===== src/rtl/aipp_pkg.sv =====
// Shared AIPP header layout, opcodes and scheduler state encoding.
package aipp_pkg;

    localparam logic [7:0] OP_PRECHARGE = 8'h10;
    localparam logic [7:0] OP_ABORT     = 8'h12;

    localparam int OPC_W   = 8;
    localparam int DLY_LSB = OPC_W;

    // Voltage follows the delay field, so its offset depends on DELAY_W.
    function automatic int volt_lsb(input int delay_w);
        return OPC_W + delay_w;
    endfunction

    function automatic int fld_end(input int delay_w, input int volt_w);
        return OPC_W + delay_w + volt_w;
    endfunction

    typedef enum logic [1:0] {
        IDLE,
        COUNT,
        FIRE
    } state_t;

endpackage


===== src/rtl/aipp_cmd_fifo.sv =====
// Synchronous FIFO with show-ahead read data; flush beats push and pop.
// Latency: pushed entry visible at the head one cycle after the push edge.
// Backpressure: push ignored when full, pop ignored when empty.
module aipp_cmd_fifo #(
    parameter int DEPTH = 4,
    parameter int WIDTH = 64
) (
    input  logic                       clk,
    input  logic                       rst_n,
    input  logic                       push,
    input  logic [WIDTH-1:0]           push_dat,
    input  logic                       pop,
    input  logic                       flush,
    output logic [WIDTH-1:0]           pop_dat,
    output logic                       full,
    output logic                       empty,
    output logic [$clog2(DEPTH):0]     level
);

    localparam int AW = $clog2(DEPTH);

    logic [WIDTH-1:0] r_mem [DEPTH];
    logic [AW-1:0]    r_wr_ptr;
    logic [AW-1:0]    r_rd_ptr;
    logic [AW:0]      r_level;
    logic             w_do_push;
    logic             w_do_pop;

    assign w_do_push = push && !full;
    assign w_do_pop  = pop && !empty;

    always_ff @(posedge clk or negedge rst_n) begin
        if (!rst_n) begin
            r_wr_ptr <= '0;
            r_rd_ptr <= '0;
            r_level  <= '0;
        end else if (flush) begin
            r_wr_ptr <= '0;
            r_rd_ptr <= '0;
            r_level  <= '0;
        end else begin
            if (w_do_push) r_wr_ptr <= r_wr_ptr + 1'b1;
            if (w_do_pop)  r_rd_ptr <= r_rd_ptr + 1'b1;
            case ({w_do_push, w_do_pop})
                2'b10:   r_level <= r_level + 1'b1;
                2'b01:   r_level <= r_level - 1'b1;
                default: r_level <= r_level;
            endcase
        end
    end

    always_ff @(posedge clk) begin
        if (w_do_push && !flush) r_mem[r_wr_ptr] <= push_dat;
    end

    assign pop_dat = r_mem[r_rd_ptr];
    assign full    = (r_level == (AW+1)'(DEPTH));
    assign empty   = (r_level == '0);
    assign level   = r_level;

endmodule


===== src/rtl/aipp_cmd_scheduler.sv =====
// Decodes AIPP headers, queues PRECHARGE commands and fires a VRM setpoint after each delay.
// Latency: header accepted at edge N -> trig_valid after edge N+1+delay*CYCLES_PER_US.
// Backpressure: hdr_ready drops while the queue is full; a trigger waits in FIRE for trig_ready.
module aipp_cmd_scheduler #(
    parameter int HDR_W         = 128,
    parameter int DELAY_W       = 32,
    parameter int VOLT_W        = 32,
    parameter int DEPTH         = 4,
    parameter int CYCLES_PER_US = 1000
) (
    input  logic                     clk,
    input  logic                     rst_n,
    input  logic [HDR_W-1:0]         hdr_in,
    input  logic                     hdr_valid,
    output logic                     hdr_ready,
    output logic                     trig_valid,
    input  logic                     trig_ready,
    output logic [VOLT_W-1:0]        trig_voltage_mv,
    output logic                     busy,
    output logic [$clog2(DEPTH):0]   q_level,
    output logic [7:0]               drop_cnt
);

    import aipp_pkg::*;

    localparam int ENT_W   = DELAY_W + VOLT_W;
    localparam int CNT_W   = DELAY_W + $clog2(CYCLES_PER_US + 1);
    localparam int VLSB    = volt_lsb(DELAY_W);
    localparam int FLD_END = fld_end(DELAY_W, VOLT_W);
    localparam logic [CNT_W-1:0] CPU = CNT_W'(CYCLES_PER_US);

    if (HDR_W < FLD_END) begin : g_bad_hdr_w
        $error("aipp_cmd_scheduler: HDR_W too small for opcode, delay and voltage fields");
    end
    if (DEPTH < 2 || (DEPTH & (DEPTH - 1)) != 0) begin : g_bad_depth
        $error("aipp_cmd_scheduler: DEPTH must be a power of two >= 2");
    end
    if (CYCLES_PER_US < 1) begin : g_bad_cpu
        $error("aipp_cmd_scheduler: CYCLES_PER_US must be >= 1");
    end
    if (HDR_W > FLD_END) begin : g_pad
        logic w_unused_pad;
        assign w_unused_pad = ^hdr_in[HDR_W-1:FLD_END];
    end

    logic [7:0]         w_opc;
    logic               w_acc;
    logic               w_push;
    logic               w_flush;
    logic               w_unknown;
    logic               w_pop;
    logic               w_full;
    logic               w_empty;
    logic [ENT_W-1:0]   w_head;
    logic [DELAY_W-1:0] w_head_dly;
    state_t             r_state;
    state_t             w_state_nxt;
    logic [CNT_W-1:0]   r_cyc_cnt;
    logic [VOLT_W-1:0]  r_volt;
    logic [7:0]         r_drop_cnt;

    assign w_opc     = hdr_in[OPC_W-1:0];
    assign w_acc     = hdr_valid && hdr_ready;
    assign w_push    = w_acc && (w_opc == OP_PRECHARGE);
    assign w_flush   = w_acc && (w_opc == OP_ABORT);
    assign w_unknown = w_acc && (w_opc != OP_PRECHARGE) && (w_opc != OP_ABORT);

    aipp_cmd_fifo #(
        .DEPTH (DEPTH),
        .WIDTH (ENT_W)
    ) u_fifo (
        .clk      (clk),
        .rst_n    (rst_n),
        .push     (w_push),
        .push_dat ({hdr_in[DLY_LSB +: DELAY_W], hdr_in[VLSB +: VOLT_W]}),
        .pop      (w_pop),
        .flush    (w_flush),
        .pop_dat  (w_head),
        .full     (w_full),
        .empty    (w_empty),
        .level    (q_level)
    );

    assign w_head_dly = w_head[ENT_W-1 -: DELAY_W];

    always_ff @(posedge clk or negedge rst_n) begin
        if (!rst_n) r_state <= IDLE;
        else        r_state <= w_state_nxt;
    end

    // Abort overrides every state transition, including a FIRE handshake.
    always_comb begin
        w_state_nxt = r_state;
        w_pop       = 1'b0;
        if (w_flush) begin
            w_state_nxt = IDLE;
        end else begin
            case (r_state)
                IDLE: begin
                    if (!w_empty) begin
                        w_pop       = 1'b1;
                        w_state_nxt = (w_head_dly == '0) ? FIRE : COUNT;
                    end
                end
                COUNT:   if (r_cyc_cnt == '0) w_state_nxt = FIRE;
                FIRE:    if (trig_ready)      w_state_nxt = IDLE;
                default: w_state_nxt = IDLE;
            endcase
        end
    end

    // Product is formed at CNT_W so the largest delay cannot wrap.
    always_ff @(posedge clk or negedge rst_n) begin
        if (!rst_n) begin
            r_cyc_cnt <= '0;
            r_volt    <= '0;
        end else if (w_pop) begin
            r_cyc_cnt <= (w_head_dly == '0) ? '0 : CNT_W'(w_head_dly) * CPU - CNT_W'(1);
            r_volt    <= w_head[VOLT_W-1:0];
        end else if (r_state == COUNT && r_cyc_cnt != '0) begin
            r_cyc_cnt <= r_cyc_cnt - 1'b1;
        end
    end

    always_ff @(posedge clk or negedge rst_n) begin
        if (!rst_n)                             r_drop_cnt <= '0;
        else if (w_unknown && r_drop_cnt != 8'hFF) r_drop_cnt <= r_drop_cnt + 1'b1;
    end

    assign hdr_ready       = !w_full;
    assign trig_valid      = (r_state == FIRE);
    assign trig_voltage_mv = r_volt;
    assign busy            = !w_empty || (r_state != IDLE);
    assign drop_cnt        = r_drop_cnt;

endmodule


===== config.mk =====
export PLATFORM = sky130hd
export DESIGN_NAME = aipp_cmd_scheduler
export DESIGN_NICKNAME = d
export VERILOG_FILES = /design/src/rtl/aipp_pkg.sv /design/src/rtl/aipp_cmd_fifo.sv /design/src/rtl/aipp_cmd_scheduler.sv
export SDC_FILE = /design/constraint.sdc
export NUM_CORES = 1
export LEC_CHECK = 0
export ABC_AREA = 1
export BUFFER_PORTS_ARGS = -buffer_cell sky130_fd_sc_hd__buf_2
export CORE_UTILIZATION = 50
export CTS_CLUSTER_SIZE = 24
export DETAILED_ROUTE_END_ITERATION = 8
export HOLD_SLACK_MARGIN = 0.05
export PLACE_DENSITY = 0.68
export SKIP_CTS_REPAIR_TIMING = 1
export SYNTH_ARGS = -nofsm -noshare
export SYNTH_HDL_FRONTEND = slang
export SYNTH_SLANG_ARGS = --single-unit

===== constraint.sdc =====
create_clock -name clk -period 9.2 [get_ports clk]
set_input_delay 0.46 -clock clk [delete_from_list [all_inputs] [get_ports clk]]
set_output_delay 0.46 -clock clk [all_outputs]
set_load 0.02 [all_outputs]

# [Word-level counts from Yosys, hierarchy flattened]
# Memory sizes are Yosys's and may differ from the RTL's.
# Index checks and enable logic that the tools add are counted.
[word_totals] n_memories=1 ramBits=256 register_bits=91 out_inout_bits=46
[mem_list] memory="u_fifo.r_mem" depth=4 word_bits=64 rd=1 rd_clocked_by_memory_dff=0 wr=1 line_no="aipp_cmd_fifo.sv:22" rtl="logic [WIDTH-1:0] r_mem [DEPTH];"
[classes] eq_ne=13 reduce_logical=25 n_addsub=7 mul=1 n_mux=20
[ops] cell="$mux W42" n=3
[ops] cell="$sub A42 B1 Y42 const B" n=2
[ops] cell="$logic_not A42 Y1" n=1
[ops] cell="$reduce_bool A42 Y1" n=1
[ops] cell="$mul A32 B7 Y39 const B" n=1
[ops] cell="$logic_not A32 Y1" n=1
[ops] cell="$mux W2" n=9
[ops] cell="$eq A8 B5 Y1 const B" n=2
[ops] cell="$ne A8 B5 Y1 const B" n=2
[ops] cell="$logic_and A1 B1 Y1" n=10
[ops] cell="$add A8 B1 Y8 const B" n=1
[ops] cell="$ne A8 B8 Y1 const B" n=1
[ops] cell="$reduce_bool A2 Y1" n=4
[ops] cell="$ne A3 B2 Y1 const B" n=2
[ops] cell="$pmux W2 S3" n=1
[ops] cell="$pmux W3 S2" n=1
[ops] cell="$mux W1" n=5
[ops] cell="$add A2 B1 Y2 const B" n=2
[ops] cell="$eq A2 B1 Y1 const B" n=2
[ops] cell="$eq A2 B2 Y1 const B" n=2
[ops] cell="$add A3 B1 Y3 const B" n=1
[ops] cell="$eq A3 B3 Y1 const B" n=1
[ops] cell="$logic_not A1 Y1" n=3
[ops] cell="$logic_not A3 Y1" n=1
[ops] cell="7 further kinds" n=7

# [Longest topological paths before layout]
[logic_depth] ltp_word=9 ltp_mapped=35 ltp_nobuf=32

# [Modules after synthesis]
# Synthesis repeated with hierarchy kept, for this count alone.
[hier_totals] cells_unflattened=2654 hier_area_um2=22993.3
[modules_own_cells] mod="aipp_cmd_scheduler" area_each_um2=12998.7 instances=1 seq_area_each_um2=2102.0 cells_per_inst=1965
[modules_own_cells] mod="aipp_cmd_fifo" area_each_um2=9994.6 instances=1 seq_area_each_um2=7862.5 cells_per_inst=689

# [Least setup slack after synthesis]
# No wires, ideal clock.
[synth_timing] path_type="register to register" from="register u_fifo.r_rd_ptr[0]" to="register r_cyc_cnt[39]" required_time_ns=9.123 setup_time_ns=0.077 stages_incl_launch_ff=29 slack_ns=3.399 arrival_time_ns=5.723 n_path_buf=3 cell_sequence="dfrtp_1 -> clkbuf_1 -> clkbuf_1 -> buf_1 -> nand2_1 -> a32oi_1 -> inv_1 -> fa_1 -> fa_1 -> inv_1 -> fa_1 -> inv_1 -> fa_1 -> inv_1 -> ha_1 -> nand2_1 -> nor2_1 -> nand2_1 -> nor3_1 -> nand2_1 -> nand2_1 -> nand2_1 -> nand2_1 -> nand2_1 -> nor2_1 -> nand2_1 -> o21ai_1 -> nand3_1 -> a21oi_1"
[synth_between] elab_chain_cells=5 elab_cells_between_ends=6
[synth_lines] element="start: declaration" line_no="aipp_cmd_fifo.sv:24" rtl="logic [AW-1:0] r_rd_ptr;"
[synth_lines] element="start signal: assignment" line_no="aipp_cmd_fifo.sv:43" rtl="if (w_do_pop) r_rd_ptr <= r_rd_ptr + 1'b1;"
[synth_lines] element="$mem_v2 Z4 W64 (*)"
[synth_lines] element="$mul A32 B7 Y39" line_no="aipp_cmd_scheduler.sv:118" rtl="r_cyc_cnt <= (w_head_dly == '0) ? '0 : CNT_W'(w_head_dly) * CPU - CNT_W'(1);"
[synth_lines] element="$sub A42 B1 Y42" line_no="aipp_cmd_scheduler.sv:118"
[synth_lines] element="$mux W42 (*)" line_no="aipp_cmd_scheduler.sv:118"
[synth_lines] element="$mux W42 (*)" line_no="aipp_cmd_scheduler.sv:117" rtl="end else if (w_pop) begin"
[synth_lines] element="end signal: assignment" line_no="aipp_cmd_scheduler.sv:118"
[synth_lines] element="end signal: assignment" line_no="aipp_cmd_scheduler.sv:121" rtl="r_cyc_cnt <= r_cyc_cnt - 1'b1;"
[synth_lines] element="end: declaration" line_no="aipp_cmd_scheduler.sv:58" rtl="logic [CNT_W-1:0] r_cyc_cnt;"
# Every way passes the cells marked *; elsewhere a longest branch is shown, timed or not.
# A chain may end at the register's enable or synchronous reset.

# [Worst setup path after layout]
[layout_timing] from="register u_fifo.r_rd_ptr[0]" to="register r_cyc_cnt[31]"
# Same word-level chain as after synthesis.

==> results.md <==
- CTS H-tree lvls: 2
- Clock Sinks: about 350
- Final Hold Vio Count: 0
- RSZ-0062 raised after global routing: false
- Top cell by count, worst path: nand2_1
- Startpoint Class: register
- Cell with the most instances after synthesis: nand2_1
- Drt wl/cell: ~16 um
- Detailed Place HPWL: about 38000 um
- Root buffer cell: clkbuf_16
- Placement Cell Area: approximately 24000 um2
- I/O pins: 178
- Starting Density: 50.96%
- Mapped Avg Cell Area: ~8.8 um2
- Site Rows: 77
- Fin Setup TNS: 0 ns
- Tcrit/Tclk final: between 70% and 80%
- DRT Wirelength: about 53000 um
- Setup violators final: 0
- CTS tree: built
- CP max FO: roughly 130
- Routability cong.: a little over 0.9
- Fill cells: 3890
- Initial antenna violation count: 6
- Largest net degree at the start of global routing: between 100 and 150
- CP Buf/Inv Count: 4
- Clk buf depth: 3
- Slew HR: between 10% and 20%
- Die Wd: about 210 um
- WP data arrival: about 7.7 ns
- Vias per inst: 5.232
- Distinct cells, synth: 46
- Yosys synthesis warning count: 0
- Tightest Hold Check Type: in2reg
- Post-DRT Antenna Nets: 0
- Fin. max-slew vios: 0
- Least-Margin Pin Slew: 1.234 ns
- Die Ht: 214.8 um
- Placed insts: 3221
- Initial drt markers: approximately 1100
- Sequential cell area: 9968 um2
- Yosys top cell by area: edfxtp_1
- Post-Syn Nets: ~2900
- Die area: 46120 um2
- Core area: approximately 44000 um2
- Cell area after layout: ~25000 um2
- GRT overflow: 0
- Synth Register Bits: 347
- Clock-pin slew on the worst setup and hold paths: roughly 0.060 ns
- GRT Overall Usage: 23.41%
- DRC: 0
- Register area share after synthesis: 44.03%
- Vias in the first global route: around 17000
- Fin cells: between 3000 and 4000
- Fin nets: 3029
- CP max stage delay: 0.84 ns
- Synth top area cells: edfxtp_1, fa_1, dfrtp_1
- Status: finished clean
- Clock skew: 0.02585 ns
- Detailed Routing Iterations Pass 1: 6
- Max-Cap Viols: 0
- Share of cells above drive strength 1: 11.12%
- Critical Path RT: about 9.6 ns
- Synth top area share: ~34%
- Critical path's top delay family: adder cells
- P&R area growth vs syn: 11.24%
- CP endpoint kind: register
- Number of synthesized flops with an enable pin: ~260
- Area taken by multi-input logic gates: ~11000 um2
- Clk_lat worst skew: 0.57 ns
- Fmax: approximately 0.14 GHz
- WS Path Type: reg2reg
- Syn Inst Count: ~2600
- First-pass GRT wire length: 86500 um
- Ys async rst share: about a quarter
- CTS Buf Count: 38
- Vias: 17230
- Min cycle time layout: ~7.3 ns
- Synthesized area: roughly 23000 um2
- Port-buffer cells: around 120
- Ys flop type: edfxtp_1
- Top post-synthesis cells by count: nand2_1, inv_1, nor2_1
- CP max-delay cell: a32oi_1
- Util after Layout: 56.69%
-- final timing paths --
check                                          startpoint                             end  slack (ns)  cells after the start
max                        u_fifo.r_rd_ptr[0]$_DFFE_PN0P_       r_cyc_cnt[31]$_DFFE_PN0P_        1.90                     27
min                                            hdr_in[29]   u_fifo.r_mem[0][53]$_DFFE_PP_        0.10                      1
max reg2reg                u_fifo.r_rd_ptr[0]$_DFFE_PN0P_       r_cyc_cnt[31]$_DFFE_PN0P_        1.90                     27
min reg2reg                       drop_cnt[3]$_DFFE_PN0P_         drop_cnt[3]$_DFFE_PN0P_        0.49                      1
max in group asynchronous                           rst_n  u_fifo.r_rd_ptr[0]$_DFFE_PN0P_        7.49                      3
min in group asynchronous                           rst_n       r_cyc_cnt[24]$_DFFE_PN0P_        0.40                      2
-- per-layer routing --
| layer | global-route usage, % | up-vias | wire length, um |
|---|---|---|---|
| met3 | 4.190 | 111 | 2907 |
| li1 | - | 8517 | - |
| met4 | 8.262 | 10 | 1488 |
| met5 | 0 | - | 61 |
| met1 | 30.14 | 8191 | 23080 |
| met2 | 39.64 | 399 | 25190 |
-- area by class of cell --
type	count	area share, %
Tap cell	592	2.942
Sequential cell	347	39.59
Clock inverter	22	1.098
Clock buffer	47	4.030
Multi-Input combinational cell	1722	43.05
Antenna cell	2	0.01988
Inverter	425	6.341
Timing Repair Buffer	136	2.922
-- state kept, by name, summed over array words and instances (netlist names) --
register,count
u_fifo.r_rd_ptr,2
drop_cnt,8
r_state,2
u_fifo.level,3
u_fifo.r_wr_ptr,2
trig_voltage_mv,32
u_fifo.r_mem,256
r_cyc_cnt,42
-- cells by family (layout without fill, tap and decap cells) --
family / count (synthesis) / after routing / synth area share, %
simple gates: 1143 / 1143 / 21.76
other cells: 0 / 2 / 0
flops: 347 / 347 / 44.03
xor+xnor: 41 / 41 / 1.587
mux: 1 / 1 / 0.04975
fa+ha+maj: 227 / 227 / 16.50
compound gates: 310 / 310 / 7.867
buf+inv: 490 / 630 / 8.215
-- through the flow --
stage	hold slack (ns)	setup WS [ns]
2_1_floorplan	0.1644	3.399
3_3_place_gp	0.4396	2.202
3_5_place_dp	0.4442	1.979
4_1_cts	-0.1481	1.950
5_1_grt	0.08329	1.404
6_report	0.1000	1.903
-- cell usage in the layout (no fill, tap or decap), types with 6 or more instances in the layout --
cell type,synthesis,routed
edfxtp_1,256,256
nand3_2,16,16
fa_1,119,119
a21oi_1,86,86
nor2_1,332,328
clkbuf_1,45,6
nor2_4,7,11
nor4_1,8,8
dfrtp_1,91,90
inv_2,15,14
o21ai_0,124,124
nor3_1,20,20
xnor2_1,18,18
ha_1,108,108
nand4_1,34,34
buf_2,7,120
clkinv_1,1,8
nand3_1,97,97
a32oi_1,30,30
a31oi_1,39,39
inv_1,409,409
xor2_1,23,23
clkbuf_16,0,38
nand2_2,28,28
clkinv_2,0,6
buf_4,1,14
nand3b_1,7,7
nand2_1,555,555
nor2_2,26,26
Power is left out: the tool's default activity adds up to more than one toggle a clock period on the data nets, which glitch-free logic cannot reach.
